--- src/rtl/sensor_frame_tx.sv ---
// sensor_frame_tx: sensor frame encoder and UART 8N1 transmitter (clk_uart domain).
//
// On an accepted request it snapshots acceleration/direction and sends an 11-byte
// frame LSB first: HEADER, FRAME_TYPE, accel lo/hi, dir lo/hi, four zero bytes,
// then the 8-bit sum of bytes 0..9. The bytes go out back-to-back.
//
// Ports:
//   clk_uart      in   UART-domain clock
//   rst           in   synchronous active-high reset
//   acceleration  in   [15:0] payload word 0, sampled on accept
//   direction     in   [15:0] payload word 1, sampled on accept
//   send          in   level-sampled send request
//   ready         out  1 = idle or finishing; a send this cycle is accepted
//   frame_done    out  one-cycle pulse after the last stop bit
//   txd           out  serial output, idle high
//
// Optional feature: define SENSOR_FRAME_TX_AUTO_EN to add a free-running request
// every AUTO_PERIOD cycles, ORed with send. A request that fires while busy is dropped.
module sensor_frame_tx #(
`ifdef SENSOR_FRAME_TX_AUTO_EN
  parameter int unsigned AUTO_PERIOD  = 200000,
`endif
  parameter int unsigned CLKS_PER_BIT = 16,
  parameter logic [7:0]  HEADER       = 8'h55,
  parameter logic [7:0]  FRAME_TYPE   = 8'h51
) (
  input  logic        clk_uart,
  input  logic        rst,
  input  logic [15:0] acceleration,
  input  logic [15:0] direction,
  input  logic        send,
  output logic        ready,
  output logic        frame_done,
  output logic        txd
);

  localparam int unsigned   CntW     = (CLKS_PER_BIT > 1) ? $clog2(CLKS_PER_BIT) : 1;
  localparam logic [CntW-1:0] CntMax = CntW'(CLKS_PER_BIT - 1);
  localparam logic [3:0]    LastByte = 4'd10;

  typedef enum logic [2:0] {StIdle, StStart, StData, StStop, StDone} state_e;

  state_e            state_q, state_d;
  logic [CntW-1:0]   bit_cnt_q, bit_cnt_d;
  logic [2:0]        bit_idx_q, bit_idx_d;
  logic [3:0]        byte_idx_q, byte_idx_d;
  logic [7:0]        csum_q, csum_d;
  logic [31:0]       payload_q, payload_d;
  logic [7:0]        cur_byte;
  logic              req;
  logic              tick;

`ifdef SENSOR_FRAME_TX_AUTO_EN
  localparam int unsigned AutoW = (AUTO_PERIOD > 1) ? $clog2(AUTO_PERIOD) : 1;

  logic [AutoW-1:0] auto_cnt_q;
  logic             auto_fire;

  assign auto_fire = (auto_cnt_q == AutoW'(AUTO_PERIOD - 1));

  // Free-running; never paused by a busy transmitter.
  always_ff @(posedge clk_uart) begin
    if (rst) begin
      auto_cnt_q <= '0;
    end else if (auto_fire) begin
      auto_cnt_q <= '0;
    end else begin
      auto_cnt_q <= auto_cnt_q + 1'b1;
    end
  end

  assign req = send | auto_fire;
`else
  assign req = send;
`endif

  assign tick = (bit_cnt_q == CntMax);

  // Byte under transmission; the last byte is the running sum of the first ten.
  always_comb begin
    cur_byte = 8'h00;
    case (byte_idx_q)
      4'd0:    cur_byte = HEADER;
      4'd1:    cur_byte = FRAME_TYPE;
      4'd2:    cur_byte = payload_q[7:0];
      4'd3:    cur_byte = payload_q[15:8];
      4'd4:    cur_byte = payload_q[23:16];
      4'd5:    cur_byte = payload_q[31:24];
      4'd10:   cur_byte = csum_q;
      default: cur_byte = 8'h00;
    endcase
  end

  always_comb begin
    state_d    = state_q;
    bit_cnt_d  = bit_cnt_q;
    bit_idx_d  = bit_idx_q;
    byte_idx_d = byte_idx_q;
    csum_d     = csum_q;
    payload_d  = payload_q;
    txd        = 1'b1;
    ready      = 1'b0;
    frame_done = 1'b0;

    unique case (state_q)
      StIdle, StDone: begin
        ready      = 1'b1;
        frame_done = (state_q == StDone);
        state_d    = StIdle;
        if (req) begin
          payload_d  = {direction, acceleration};
          byte_idx_d = '0;
          bit_idx_d  = '0;
          bit_cnt_d  = '0;
          csum_d     = '0;
          state_d    = StStart;
        end
      end
      StStart: begin
        txd = 1'b0;
        if (tick) begin
          bit_cnt_d = '0;
          state_d   = StData;
        end else begin
          bit_cnt_d = bit_cnt_q + 1'b1;
        end
      end
      StData: begin
        txd = cur_byte[bit_idx_q];
        if (tick) begin
          bit_cnt_d = '0;
          bit_idx_d = bit_idx_q + 1'b1;
          if (bit_idx_q == 3'd7) begin
            state_d = StStop;
          end
        end else begin
          bit_cnt_d = bit_cnt_q + 1'b1;
        end
      end
      StStop: begin
        txd = 1'b1;
        if (tick) begin
          bit_cnt_d = '0;
          // Carry out of bit 7 is discarded by the 8-bit add.
          csum_d    = csum_q + cur_byte;
          if (byte_idx_q == LastByte) begin
            state_d = StDone;
          end else begin
            byte_idx_d = byte_idx_q + 1'b1;
            state_d    = StStart;
          end
        end else begin
          bit_cnt_d = bit_cnt_q + 1'b1;
        end
      end
      default: state_d = StIdle;
    endcase
  end

  always_ff @(posedge clk_uart) begin
    if (rst) begin
      state_q    <= StIdle;
      bit_cnt_q  <= '0;
      bit_idx_q  <= '0;
      byte_idx_q <= '0;
      csum_q     <= '0;
      payload_q  <= '0;
    end else begin
      state_q    <= state_d;
      bit_cnt_q  <= bit_cnt_d;
      bit_idx_q  <= bit_idx_d;
      byte_idx_q <= byte_idx_d;
      csum_q     <= csum_d;
      payload_q  <= payload_d;
    end
  end

endmodule

--- config.mk ---
export PLATFORM = sky130hd
export DESIGN_NAME = sensor_frame_tx
export DESIGN_NICKNAME = d
export VERILOG_FILES = /design/src/rtl/sensor_frame_tx.sv
export SDC_FILE = /design/constraint.sdc
export NUM_CORES = 1
export LEC_CHECK = 0
export CAP_MARGIN = 20
export CORE_UTILIZATION = 40
export DETAILED_ROUTE_END_ITERATION = 8
export GPL_TIMING_DRIVEN = 0
export HOLD_SLACK_MARGIN = 0.03
export PLACE_DENSITY_LB_ADDON = 0.3
export SLEW_MARGIN = 20
export SYNTH_ARGS = -nofsm -noshare
export SYNTH_HDL_FRONTEND = slang
export SYNTH_SLANG_ARGS = --single-unit
--- constraint.sdc ---
create_clock -name clk_uart -period 7.2 [get_ports clk_uart]
set_input_delay 1.44 -clock clk_uart [delete_from_list [all_inputs] [get_ports clk_uart]]
set_output_delay 1.44 -clock clk_uart [all_outputs]
set_load 0.01 [all_outputs]
==> After elaboration in Yosys (flattened, before gate mapping) <==
Index checks and enable logic that the tools add are counted.
{ "word_totals": {"ff_bits": 54, "latch_bits": 0, "ram_bits": 0, "romBits": 0, "input_bits": 35, "elab_cells": 67, "memories": 0} }
{ "op_classes": {"addsub": 4, "n_mul": 0, "div_mod_pow": 0, "order_cmp": 1, "n_eq_ne": 18, "shifts": 0, "mux": 25, "bitwise_logic": 0, "reduce_logical": 13} }
{ "op_table": {"columns": ["operator", "n"], "rows": [
  ["8-bit one-hot mux with 7 select lines", 1],
  ["3-bit 2-to-1 mux", 7],
  ["4-bit 2-to-1 mux", 4],
  ["8-bit 2-to-1 mux", 2],
  ["4-bit one-hot mux with 2 select lines", 2],
  ["8-bit one-hot mux with 2 select lines", 1],
  ["2-bit inequality test (second input constant)", 6],
  ["3-bit one-hot mux with 4 select lines", 1],
  ["4-bit by 1-bit adder with 4-bit output (second input constant)", 2],
  ["8-bit adder", 1],
  ["4-bit by 2-bit == test with 1-bit output (second input constant)", 2],
  ["4-bit by 3-bit == test with 1-bit output (second input constant)", 2],
  ["4-bit == test (second input constant)", 2],
  ["4-bit AND reduction", 2],
  ["3-bit by 2-bit == test with 1-bit output (second input constant)", 2],
  ["3-bit == test (second input constant)", 2],
  ["3-bit one-hot mux with 2 select lines", 1],
  ["3-bit AND reduction", 2],
  ["2-bit nonzero test", 3],
  ["4-bit by 1-bit == test with 1-bit output (second input constant)", 1],
  ["4-bit logical NOT", 1],
  ["3-bit by 4-bit less-than comparator with 1-bit output (second input constant)", 1],
  ["1-bit 2-to-1 mux", 4],
  ["2-bit AND reduction", 2],
  ["other kinds (7)", 7]
]} }

==> Longest topological paths before layout <==
{ "logic_depth": {"word_depth": 5, "mapped_depth": 14, "ltp_nobuf": 13} }

==> Worst setup path after synthesis <==
Ideal clock, no wire load.
{ "synth_path": {"path_type": "reg2out", "start": "register byte_idx_q[1]", "end": "output port txd", "arrival_ns": 2.007, "required_ns": 5.760, "path_slack_ns": 3.753, "path_stages_with_launch": 10, "cell_sequence": "dfxtp_1 > inv_1 > ha_1 > buf_4 > or3_1 > a221o_1 > a32oi_1 > mux4_2 > a21oi_1 > a2bb2oi_1"} }
{ "synth_via": {"elab_chain_cells": 5} }
{ "synth_rtl": {"columns": ["element", "line_no", "source"], "rows": [
  ["start, declared", "46", "logic [3:0] byte_idx_q, byte_idx_d;"],
  ["start signal, assigned", "172", "byte_idx_q <= byte_idx_d;"],
  ["4-bit == test (tied with other cells)", "82", "case (byte_idx_q)"],
  ["8-bit one-hot mux with 7 select lines (*)", "82", null],
  ["1-bit binary-select mux with 3-bit select (*)", "129", "txd = cur_byte[bit_idx_q];"],
  ["1-bit 2-to-1 mux (implied by the code) (*)", "129", null],
  ["1-bit one-hot mux with 2 select lines (*)", "105", "unique case (state_q)"],
  ["end, declared", "34", "output logic txd"]
]} }
Every way passes the cells marked *; elsewhere a longest branch is shown, timed or not. The select of a mux whose other input is x is not followed.

==> Worst setup path after layout <==
{ "layout_path": {"start": "register byte_idx_q[0]", "end": "output port txd"} }
Same word-level chain as after synthesis.

==> qor.yml <==
status: "finished clean"
hold_class: "flip-flop to flip-flop"
finalNetCount: 452
coreArea_um2: 6790
worstSetupStartpointType: "flip-flop"
ff_latch_area_um2: 1080
nFillCells: 697
grt.overflow.total: 0
cts_sinks: 54
syn_nets: 408
post-dp-hpwl_um: 5220
irDropWorstVdd_uv: 81.0
placementRows: 30
cts_buffers: 5
io_buffer_count: 37
clockBufferDepth: 2
finalWirelength_um: 7120
dieHeight_um: 85.9
cts_setup_buffers: 0
tightestPinTransition_ps: 581
placedCellCount: 491
final_cell_mix: "nand2_1 (86), a21oi_1 (54), dfxtp_1 (54), clkdlybuf4s50_1 (37), clkbuf_1 (17)"
setup_viol: 0
crit_path_end_kind: "output pin"
power.density_nw_per_um2: 163
grt_pass1_wl_um: 12000
hold_viol: 0
syn-cell-area_um2: 2820
drive_above_1_share_pct: 5.22
grt_max_degree: 17
synth_seq_cells: 54
fin_crit_sh_pct: 62.8
ys_seq_area_share_pct: 38.4
area_growth_pct: 20.3
multiInputGateArea_um2: 1590
cp_max_fo: 9
drc_errors: 0
htreeDepth: 2
whs_ps: 460
synth_edf_count: 0
clockRootBuffer: "clkbuf_8"
clkTransAtPathRegs_ps: 90
netlist_instances: 358
required_ps: 5760
yosysWarnings: 0
grt_usage_pct: 20.7
synthFlopType: "dfxtp_1"
drt_pass1_iterations: 7
max_freq_ghz: 0.221
vias_per_cell: 5.35
relSlewSlack_pct: 61.3
gp_congestion: 0.859
drt_iter0_markers: 163
clock_skew_ps: 5.74
final_util_pct: 49.9
die_area_um2: 7380
antenna_cells: 0
rsz0062_at_grt: "false"
cts_tree: "yes"
synth_cell_type_count: 48
fin_tns_setup_ps: 0
die_x_um: 85.9
clk_latency_ps: 300
wl_per_cell_um: 14.3
slew_viol_final: 0
stdcell_count: 498
antenna_found_initial: 0
drv_cap: 0
p_leak_nw: 1.27
cts_hold_buf: 0
ioPinCount: 38
start_util_pct: 41.5
vias: 2664
async_reset_ff_share_pct: 0
syn_area_per_cell_um2: 7.87
final_common_cell: "nand2_1"
cts_resized: 0
grt_pass1_vias: 2510
path_class: "flip-flop to output pin"
power.total_mw: 0.551
finalCriticalPeriod_ps: 4520
critPathArrivalTime_ps: 3080
antenna_left: 0
[Yosys cell counts (all sizes together), types with 5 or more instances]
cell	n	share of area, %
o21ai	7	1.2
nand2	86	11
dfxtp	54	38
nor2	16	2.4
nor3	12	2.1
nand3	12	2.1
a21oi	54	9.6
inv	8	1.1
a22oi	9	2.4
clkbuf	17	2.3
ha	14	6.2
buf	8	1.9
xor2	5	1.6
[area by class of cell]
type / instances / area share [%]
multi-input combinational: 271 / 46.9
sequential: 54 / 31.9
timing repair buffer: 37 / 10.9
tap: 96 / 3.54
buffer: 25 / 3.43
clock buffer: 5 / 2.03
inverter: 8 / 0.886
clock inverter: 2 / 0.406
[kinds of logic after synthesis]
logic type      after synthesis  synth area share (%)
fa+ha+maj                    15                  6.93
simple gates                148                  23.6
xor+xnor                      8                  2.49
compound gates               94                  20.7
flops                        54                  38.4
mux                           6                  2.67
buf+inv                      33                  5.20
[where the power goes]
| group | internal (mW) | switching [mW] | leakage, nW |
|---|---|---|---|
| Combinational | 0.0310 | 0.0347 | 0.781 |
| Clock | 0.0675 | 0.100 | 0.0444 |
| Sequential | 0.311 | 0.00671 | 0.441 |
[routing by layer]
| layer | track usage, % | wire length, um |
|---|---|---|
| met4 | 4.09 | 78 |
| met1 | 27.7 | 3380 |
| met3 | 3.18 | 263 |
| met2 | 35.5 | 3400 |
| met5 | 0 | 0 |
[worst max-delay path, stage by stage, from the launching register on]
cell and delay [ps]:
dfxtp_1 450, ha_1 180, buf_2 180, a221oi_1 130, a211oi_2 350, a21oi_1 130
mux4_2 490, a21oi_1 140, a2bb2oi_1 180, clkdlybuf4s50_1 550
[flip-flops by register name (all words and copies together), names as in the netlist]
signal	cells
bit_cnt_q	4
byte_idx_q	4
csum_q	8
bit_idx_q	3
payload_q	32
state_q	3
[stage by stage]
step                setup slack, ps  area (um2)
floorplan                      3750        2820
global placement               3040        3310
detailed placement             3020        3310
CTS                            2670        3390
global route                   2500        3390
finish                         2680        3390
[worst paths after layout]
| check | startpoint | endpoint | slack [ps] | cells after the start |
|---|---|---|---|---|
| min | payload_q[20] | payload_q[20] | 460 | 2 |
| min reg2reg | payload_q[20] | payload_q[20] | 460 | 2 |
| max | byte_idx_q[0] | txd | 2680 | 9 |
| max reg2reg | byte_idx_q[0] | csum_q[6] | 3830 | 14 |
No activity file was read; power rests on OpenSTA's default activity.
